[src/rtl/fifo_trig_pkg.sv]
`default_nettype none
// ============================================================================
//  Module      : fifo_trig_pkg
//  Description : Shared types and constants for the FIFO-occupancy watchdog.
//                - trig_state_t : trigger FSM states
//                - fifo_class_t : registered occupancy classification
//                - MODE_*       : output behaviour selectors
//                - sat_inc16    : saturating 16-bit increment
//  Revision    : 1.0  initial release
// ============================================================================
package fifo_trig_pkg;

   typedef enum logic [1:0] {
      IDLE    = 2'd0,
      PENDING = 2'd1,
      FIRED   = 2'd2,
      REARM   = 2'd3
   } trig_state_t;

   typedef enum logic [1:0] {
      IN   = 2'd0,
      LOW  = 2'd1,
      HIGH = 2'd2
   } fifo_class_t;

   localparam int MODE_LEVEL = 0;
   localparam int MODE_PULSE = 1;
   localparam int MODE_ACK   = 2;

   // Event counter sticks at all-ones rather than wrapping to zero.
   function automatic logic [15:0] sat_inc16(input logic [15:0] value);
      return (value == 16'hFFFF) ? value : value + 16'd1;
   endfunction

endpackage
`default_nettype wire

[src/rtl/fifo_level_classifier.sv]
`default_nettype none
// ============================================================================
//  Module      : fifo_level_classifier
//  Description : Compares the FIFO word count against the window
//                [LOW_TH, HIGH_TH] and registers the result as IN/LOW/HIGH.
//                Also produces the combinational re-arm flag, which is true
//                when the current sample sits inside the window shrunk by
//                HYST_WORDS on both sides and neither FIFO flag is set.
//  Ports       : clk, reset (async, active-high)
//                fifo_full_i, fifo_empty_i, fifo_rd_data_count_i  - sample
//                class_o  - registered classification (1 cycle latency)
//                rearm_o  - combinational re-arm condition
//  Revision    : 1.0  initial release
// ============================================================================
module fifo_level_classifier
   import fifo_trig_pkg::*;
#(
   parameter int unsigned COUNT_W    = 16,
   parameter int unsigned LOW_TH     = 2560,
   parameter int unsigned HIGH_TH    = 12800,
   parameter int unsigned HYST_WORDS = 64
)(
   input  logic               clk,
   input  logic               reset,
   input  logic               fifo_full_i,
   input  logic               fifo_empty_i,
   input  logic [COUNT_W-1:0] fifo_rd_data_count_i,
   output fifo_class_t        class_o,
   output logic               rearm_o
);

   localparam logic [31:0] c_low_th   = 32'(LOW_TH);
   localparam logic [31:0] c_high_th  = 32'(HIGH_TH);
   localparam logic [31:0] c_rearm_lo = 32'(LOW_TH + HYST_WORDS);
   localparam logic [31:0] c_rearm_hi = 32'(HIGH_TH - HYST_WORDS);

   logic [31:0] w_count;
   fifo_class_t w_class_nxt;
   fifo_class_t r_class;

   // Zero-extend so every compare is a plain 32-bit unsigned compare.
   assign w_count = 32'(fifo_rd_data_count_i);

   // Full is checked first so a simultaneous full/empty reads as HIGH.
   // The thresholds themselves count as inside the window.
   always_comb begin
      w_class_nxt = IN;
      if (fifo_full_i || (w_count > c_high_th)) begin
         w_class_nxt = HIGH;
      end else if (fifo_empty_i || (w_count < c_low_th)) begin
         w_class_nxt = LOW;
      end
   end

   always_ff @(posedge clk or posedge reset) begin
      if (reset) begin
         r_class <= IN;
      end else begin
         r_class <= w_class_nxt;
      end
   end

   assign class_o = r_class;
   assign rearm_o = (w_count >= c_rearm_lo) && (w_count <= c_rearm_hi) &&
                    !fifo_full_i && !fifo_empty_i;

endmodule
`default_nettype wire

[src/rtl/fifo_level_trigger.sv]
`default_nettype none
// ============================================================================
//  Module      : fifo_level_trigger
//  Description : FIFO-occupancy watchdog. Fires a trigger when the read-side
//                word count stays outside [LOW_TH, HIGH_TH] for
//                PERSIST_CYCLES consecutive registered samples, with re-arm
//                hysteresis, direction flags, a saturating event counter and
//                three output modes (level / single pulse / held until ack).
//  Ports       : clk, reset (async, active-high)
//                enable_i              - arm; 0 forces IDLE next cycle
//                fifo_full_i/empty_i   - FIFO flags
//                fifo_rd_data_count_i  - words available
//                trigger_ack_i         - acknowledge (ack mode only)
//                trigger_o             - registered trigger
//                trigger_high_o/low_o  - direction of the active trigger
//                event_count_o         - saturating count of fires
//  Revision    : 1.0  initial release
// ============================================================================
module fifo_level_trigger
   import fifo_trig_pkg::*;
#(
   parameter int unsigned COUNT_W        = 16,
   parameter int unsigned FRAME_WORDS    = 1280,
   parameter int unsigned LOWER_FRAMES   = 2,
   parameter int unsigned UPPER_FRAMES   = 10,
   parameter int unsigned HYST_WORDS     = 64,
   parameter int unsigned PERSIST_CYCLES = 4,
   parameter int          MODE           = 0
)(
   input  logic               clk,
   input  logic               reset,
   input  logic               enable_i,
   input  logic               fifo_full_i,
   input  logic               fifo_empty_i,
   input  logic [COUNT_W-1:0] fifo_rd_data_count_i,
   input  logic               trigger_ack_i,
   output logic               trigger_o,
   output logic               trigger_high_o,
   output logic               trigger_low_o,
   output logic [15:0]        event_count_o
);

   localparam int unsigned c_low_th  = FRAME_WORDS * LOWER_FRAMES;
   localparam int unsigned c_high_th = FRAME_WORDS * UPPER_FRAMES;
   localparam int          c_pw      = (PERSIST_CYCLES < 2) ? 1 : $clog2(PERSIST_CYCLES + 1);
   localparam logic [c_pw-1:0] c_persist_tgt = c_pw'(PERSIST_CYCLES);

   // ------------------------------------------------------------------------
   // Parameter sanity checks
   // ------------------------------------------------------------------------
   if (LOWER_FRAMES > UPPER_FRAMES) begin : g_err_frames
      $error("fifo_level_trigger: LOWER_FRAMES exceeds UPPER_FRAMES");
   end
   if ((c_low_th + 2 * HYST_WORDS) > c_high_th) begin : g_err_hyst
      $error("fifo_level_trigger: hysteresis wider than half the window");
   end
   if (PERSIST_CYCLES < 1) begin : g_err_persist
      $error("fifo_level_trigger: PERSIST_CYCLES must be at least 1");
   end
   if ((c_high_th >> COUNT_W) != 0) begin : g_err_width
      $error("fifo_level_trigger: HIGH_TH not representable in COUNT_W bits");
   end
   if ((MODE < MODE_LEVEL) || (MODE > MODE_ACK)) begin : g_err_mode
      $error("fifo_level_trigger: unsupported MODE");
   end

   // ------------------------------------------------------------------------
   // Classifier
   // ------------------------------------------------------------------------
   fifo_class_t w_class;
   logic        w_rearm;

   fifo_level_classifier #(
      .COUNT_W    (COUNT_W),
      .LOW_TH     (c_low_th),
      .HIGH_TH    (c_high_th),
      .HYST_WORDS (HYST_WORDS)
   ) u_classifier (
      .clk                  (clk),
      .reset                (reset),
      .fifo_full_i          (fifo_full_i),
      .fifo_empty_i         (fifo_empty_i),
      .fifo_rd_data_count_i (fifo_rd_data_count_i),
      .class_o              (w_class),
      .rearm_o              (w_rearm)
   );

   // ------------------------------------------------------------------------
   // Trigger FSM
   // ------------------------------------------------------------------------
   trig_state_t     r_state,       w_state_nxt;
   logic [c_pw-1:0] r_persist,     w_persist_nxt;
   logic            r_trigger,     w_trigger_nxt;
   logic            r_dir_high,    w_dir_high_nxt;
   logic [15:0]     r_event_count, w_event_count_nxt;
   logic [c_pw-1:0] w_persist_inc;
   logic            w_out;

   assign w_out         = (w_class != IN);
   assign w_persist_inc = r_persist + c_pw'(1);

   always_ff @(posedge clk or posedge reset) begin
      if (reset) begin
         r_state       <= IDLE;
         r_persist     <= '0;
         r_trigger     <= 1'b0;
         r_dir_high    <= 1'b0;
         r_event_count <= 16'd0;
      end else begin
         r_state       <= w_state_nxt;
         r_persist     <= w_persist_nxt;
         r_trigger     <= w_trigger_nxt;
         r_dir_high    <= w_dir_high_nxt;
         r_event_count <= w_event_count_nxt;
      end
   end

   // trigger_o is registered, so w_trigger_nxt describes the level wanted in
   // the state being entered. Entering FIRED always raises it for at least
   // one cycle, which is what lets an ack in the entry cycle take effect on
   // the following edge.
   always_comb begin
      w_state_nxt       = r_state;
      w_persist_nxt     = r_persist;
      w_trigger_nxt     = 1'b0;
      w_dir_high_nxt    = r_dir_high;
      w_event_count_nxt = r_event_count;

      if (!enable_i) begin
         w_state_nxt   = IDLE;
         w_persist_nxt = '0;
      end else begin
         case (r_state)
            IDLE: begin
               if (w_out) begin
                  if (PERSIST_CYCLES == 1) begin
                     w_state_nxt       = FIRED;
                     w_persist_nxt     = '0;
                     w_trigger_nxt     = 1'b1;
                     w_dir_high_nxt    = (w_class == HIGH);
                     w_event_count_nxt = sat_inc16(r_event_count);
                  end else begin
                     w_state_nxt   = PENDING;
                     w_persist_nxt = c_pw'(1);
                  end
               end
            end

            PENDING: begin
               // LOW->HIGH swaps keep counting; only a return to IN resets.
               if (w_out) begin
                  if (w_persist_inc == c_persist_tgt) begin
                     w_state_nxt       = FIRED;
                     w_persist_nxt     = '0;
                     w_trigger_nxt     = 1'b1;
                     w_dir_high_nxt    = (w_class == HIGH);
                     w_event_count_nxt = sat_inc16(r_event_count);
                  end else begin
                     w_persist_nxt = w_persist_inc;
                  end
               end else begin
                  w_state_nxt   = IDLE;
                  w_persist_nxt = '0;
               end
            end

            FIRED: begin
               if (MODE == MODE_ACK) begin
                  if (trigger_ack_i) begin
                     w_state_nxt = REARM;
                  end else begin
                     w_trigger_nxt = 1'b1;
                  end
               end else begin
                  if (w_rearm) begin
                     w_state_nxt = IDLE;
                  end else begin
                     w_trigger_nxt = (MODE == MODE_LEVEL);
                  end
               end
            end

            REARM: begin
               if (w_rearm) begin
                  w_state_nxt = IDLE;
               end
            end

            default: begin
               w_state_nxt   = IDLE;
               w_persist_nxt = '0;
            end
         endcase
      end
   end

   assign trigger_o      = r_trigger;
   assign trigger_high_o = r_trigger &  r_dir_high;
   assign trigger_low_o  = r_trigger & ~r_dir_high;
   assign event_count_o  = r_event_count;

endmodule
`default_nettype wire

[config.mk]
export PLATFORM = sky130hd
export DESIGN_NAME = fifo_level_trigger
export DESIGN_NICKNAME = d
export VERILOG_FILES = /design/src/rtl/fifo_trig_pkg.sv /design/src/rtl/fifo_level_classifier.sv /design/src/rtl/fifo_level_trigger.sv
export SDC_FILE = /design/constraint.sdc
export NUM_CORES = 1
export LEC_CHECK = 0
export CAP_MARGIN = 20
export CORE_ASPECT_RATIO = 0.9
export CORE_MARGIN = 1.5
export CORE_UTILIZATION = 25
export DETAILED_ROUTE_END_ITERATION = 12
export GPL_TIMING_DRIVEN = 1
export SLEW_MARGIN = 20
export SYNTH_ARGS = -nofsm -noshare
export SYNTH_HDL_FRONTEND = slang
export SYNTH_HIERARCHICAL = 1
export SYNTH_SLANG_ARGS = --single-unit
[constraint.sdc]
create_clock -name clk -period 3.5 [get_ports clk]
set_input_delay 0.35 -clock clk [delete_from_list [all_inputs] [get_ports clk]]
set_output_delay 0.35 -clock clk [all_outputs]
set_load 0.1 [all_outputs]
==> impl_metrics.ini <==
[power]
p_seq_frac = 0.484
power.leakage_nw = 0.9298
power_switching_share = 0.2973
combinationalPowerShare = 0.268
internal_power_mw = 0.4730
power_frac_clock = 0.248
p_per_area_nw_per_um2 = 331.9
power_switching_mw = 0.2001
peakVddDrop_mv = 0.1113

[detailed_routing]
wire_per_inst_um = 11.85
vias = 1256
drt_iter0_drc = 83
detail-route-antenna-nets = 0
dr.pass1.iters = 8
viasPerCell = 4.812
route.detailed.drc = 4
wirelength_mm = 3.092

[grt]
grt_max_degree = 24
grt_antenna_before_repair = 0
grt_pass1_wl_mm = 5.402
grt_overflow = 0
grt_pass1_vias = 1181
grt.total_usage = 0.1000

[finish]
multi_input_area_um2 = 857.1
fin_area_um2 = 2028
regArea_um2 = 625.6
syn_to_final_growth_pct = 33.75
layout.cells.non_filler = 261
nFillCells = 585
drive_gt1_frac = 0.08901
diodes = 0
nNetsFinal = 222
final_util = 0.3522

[clock_tree]
cts.sinks = 25
clock-root-buffer = clkbuf_8
cts_tree = yes
post_cts_buffers = 0
clk_latency_ns = 0.26
cts_max_path_buffers = 2
numCtsBuffers = 3
clk_pin_slew_ns = 0.08
cts_hold_buf = 0
cts_htree_levels = 1
ctsResizeCount = 0

[critical_path]
path_buf_inv = 1
required_ns = 3.66
cpPeakStageDelay_ns = 0.40
worstSetupStartpoint = fifo_rd_data_count_i[14]
regToRegStartpoint = r_persist[0]
cp_max_fo = 3
cp_top_family = simple AND/OR/NAND/NOR gates
crit_chain = clkdlybuf4s50_1 -> or3_4 -> or2_0 -> nor4_2 -> o21ai_0 -> o21ai_0 -> mux2_2
cp_common_cell = o21ai_0
path_class = in2reg
cp.arrival_ns = 2.51
cp-start-kind = primary input
crit_slowest_cell = clkdlybuf4s50_1
cp-end-kind = register

[sta]
rsz0062_at_grt = false
finalSetupTns_ns = 0
finalCritPeriodShare = 0.6720
timing.fmax_mhz = 425.2
hold_viol = 0
worst_slew_pin_slew_ns = 0.9761
setup_viol = 0
relSlewSlack = 0.3472
slew_viol_final = 0
clock_skew_ns = 0.002252
finalCriticalPeriod_ns = 2.352

[yosys]
synthCells = 149
ys_types = 45
ys_warn_count = 6
synth.area.top_cells = dfrtp_1 (41%), xor2_1 (7.5%), ha_1 (6.6%), nand2_1 (3.5%), nor4_1 (3.3%)
synth_most_common_cell = dfrtp_1
netlist.top_cell.by_area = dfrtp_1
ys_ff_latch = 25
synth.cell_area_um2 = 1516
synth_edf_count = 0
synth_ff_type = dfrtp_1
yosysTopAreaCellShare = 0.4125
synth_common_cells = dfrtp_1 (25), nand2_1 (14), xor2_1 (13)
async_reset_ff_frac = 1.000
ys_seq_area_frac = 0.4125
syn_nets = 179
syn_area_per_cell_um2 = 10.18

[placed_design]
place_area_um2 = 1983
port_buffers = 39
dp_hpwl_mm = 2.432
place_inst = 257
globalplace.congestion = 0.8001

[floorplanning]
dieWidth_um = 85.10
rows = 26
die_area_um2 = 6543
start_util = 0.2634
pin_count = 41
core_region_area_um2 = 5758
die_h_um = 76.89

[flow_run]
cap_violations = 0

[status]
status = finished, violations left
violations = DRC

[worst_hold_path]
min_path_type = in2async
-- power by group through the flow --
stage	registers, mW	clock network [mW]	logic (mW)
final	0.326	0.167	0.180
after global routing	0.331	0.188	0.207
after CTS	0.326	0.179	0.182
after detailed placement	0.331	0	0.182
after global placement	0.332	0	0.178
after floorplan	0.333	0	0.123
-- layout by cell type (no fill, tap or decap), drive strengths merged, types with 2 or more instances in the layout --
cell / count
a211oi: 2
a21boi: 2
a21oi: 2
and3: 3
clkbuf: 4
clkdlybuf4s50: 39
dfrtp: 25
ha: 8
inv: 6
mux2: 2
nand2: 14
nand3: 8
nand4: 5
nor2: 8
nor3: 7
nor4: 10
nor4b: 2
o211a: 2
o21ai: 8
or2: 2
xor2: 14
-- through the flow --
step | total power, mW | worst slack [ns] | hold slack [ns]
after floorplan | 0.4563 | 0.7940 | 0.09118
after global placement | 0.5102 | 0.9173 | 0.4835
after detailed placement | 0.5133 | 0.9069 | 0.4924
after CTS | 0.6875 | 1.186 | 0.2457
after global routing | 0.7261 | 1.029 | 0.2740
final | 0.6731 | 1.148 | 0.2528
-- final timing paths --
kind | slack, ns | to | cells after the start
min in group clk | 0.50 | event_count_o[13] | 1
hold reg to reg | 0.50 | event_count_o[13] | 1
setup / recovery | 1.15 | r_state[1] | 7
max in group asynchronous | 2.37 | event_count_o[8] | 2
setup reg to reg | 1.51 | event_count_o[1] | 5
hold / removal | 0.25 | u_classifier/class_o[0] | 2
-- sequential cells by signal (all words and copies together) (netlist names) --
name	cells
trigger_o	1
u_classifier/class_o	2
r_state	2
event_count_o	16
r_persist	3
r_dir_high	1
-- logic make-up after synthesis --
| logic type | share of synthesized area |
|---|---|
| compound gates | 0.1122 |
| xor+xnor | 0.09159 |
| fa+ha+maj | 0.06601 |
| buf+inv | 0.02228 |
| flops | 0.4125 |
| mux | 0.02145 |
| simple gates | 0.2739 |
-- cell type report --
class,instances,area share
Multi-Input combinational cell,117,0.4226
Sequential cell,25,0.3085
Timing Repair Buffer,39,0.1925
Tap cell,70,0.04318
Clock buffer,4,0.02221
Inverter,6,0.01110
-- layer usage --
layer,share of wire,vias up,GRT usage
met2,0.47,28,0.1643
met1,0.47,595,0.1301
met3,0.045,2,0.02153
met5,0,-,0
met4,0.012,0,0.03279
li1,-,631,-
-- worst register-to-register path: stages, from the launching register on --
cell and delay, ns:
dfrtp_1 0.43, ha_1 0.28, xor2_2 0.29, nand3_4 0.24, nor2_1 0.28, mux2_2 0.36
(Power assumes the default switching activity.)
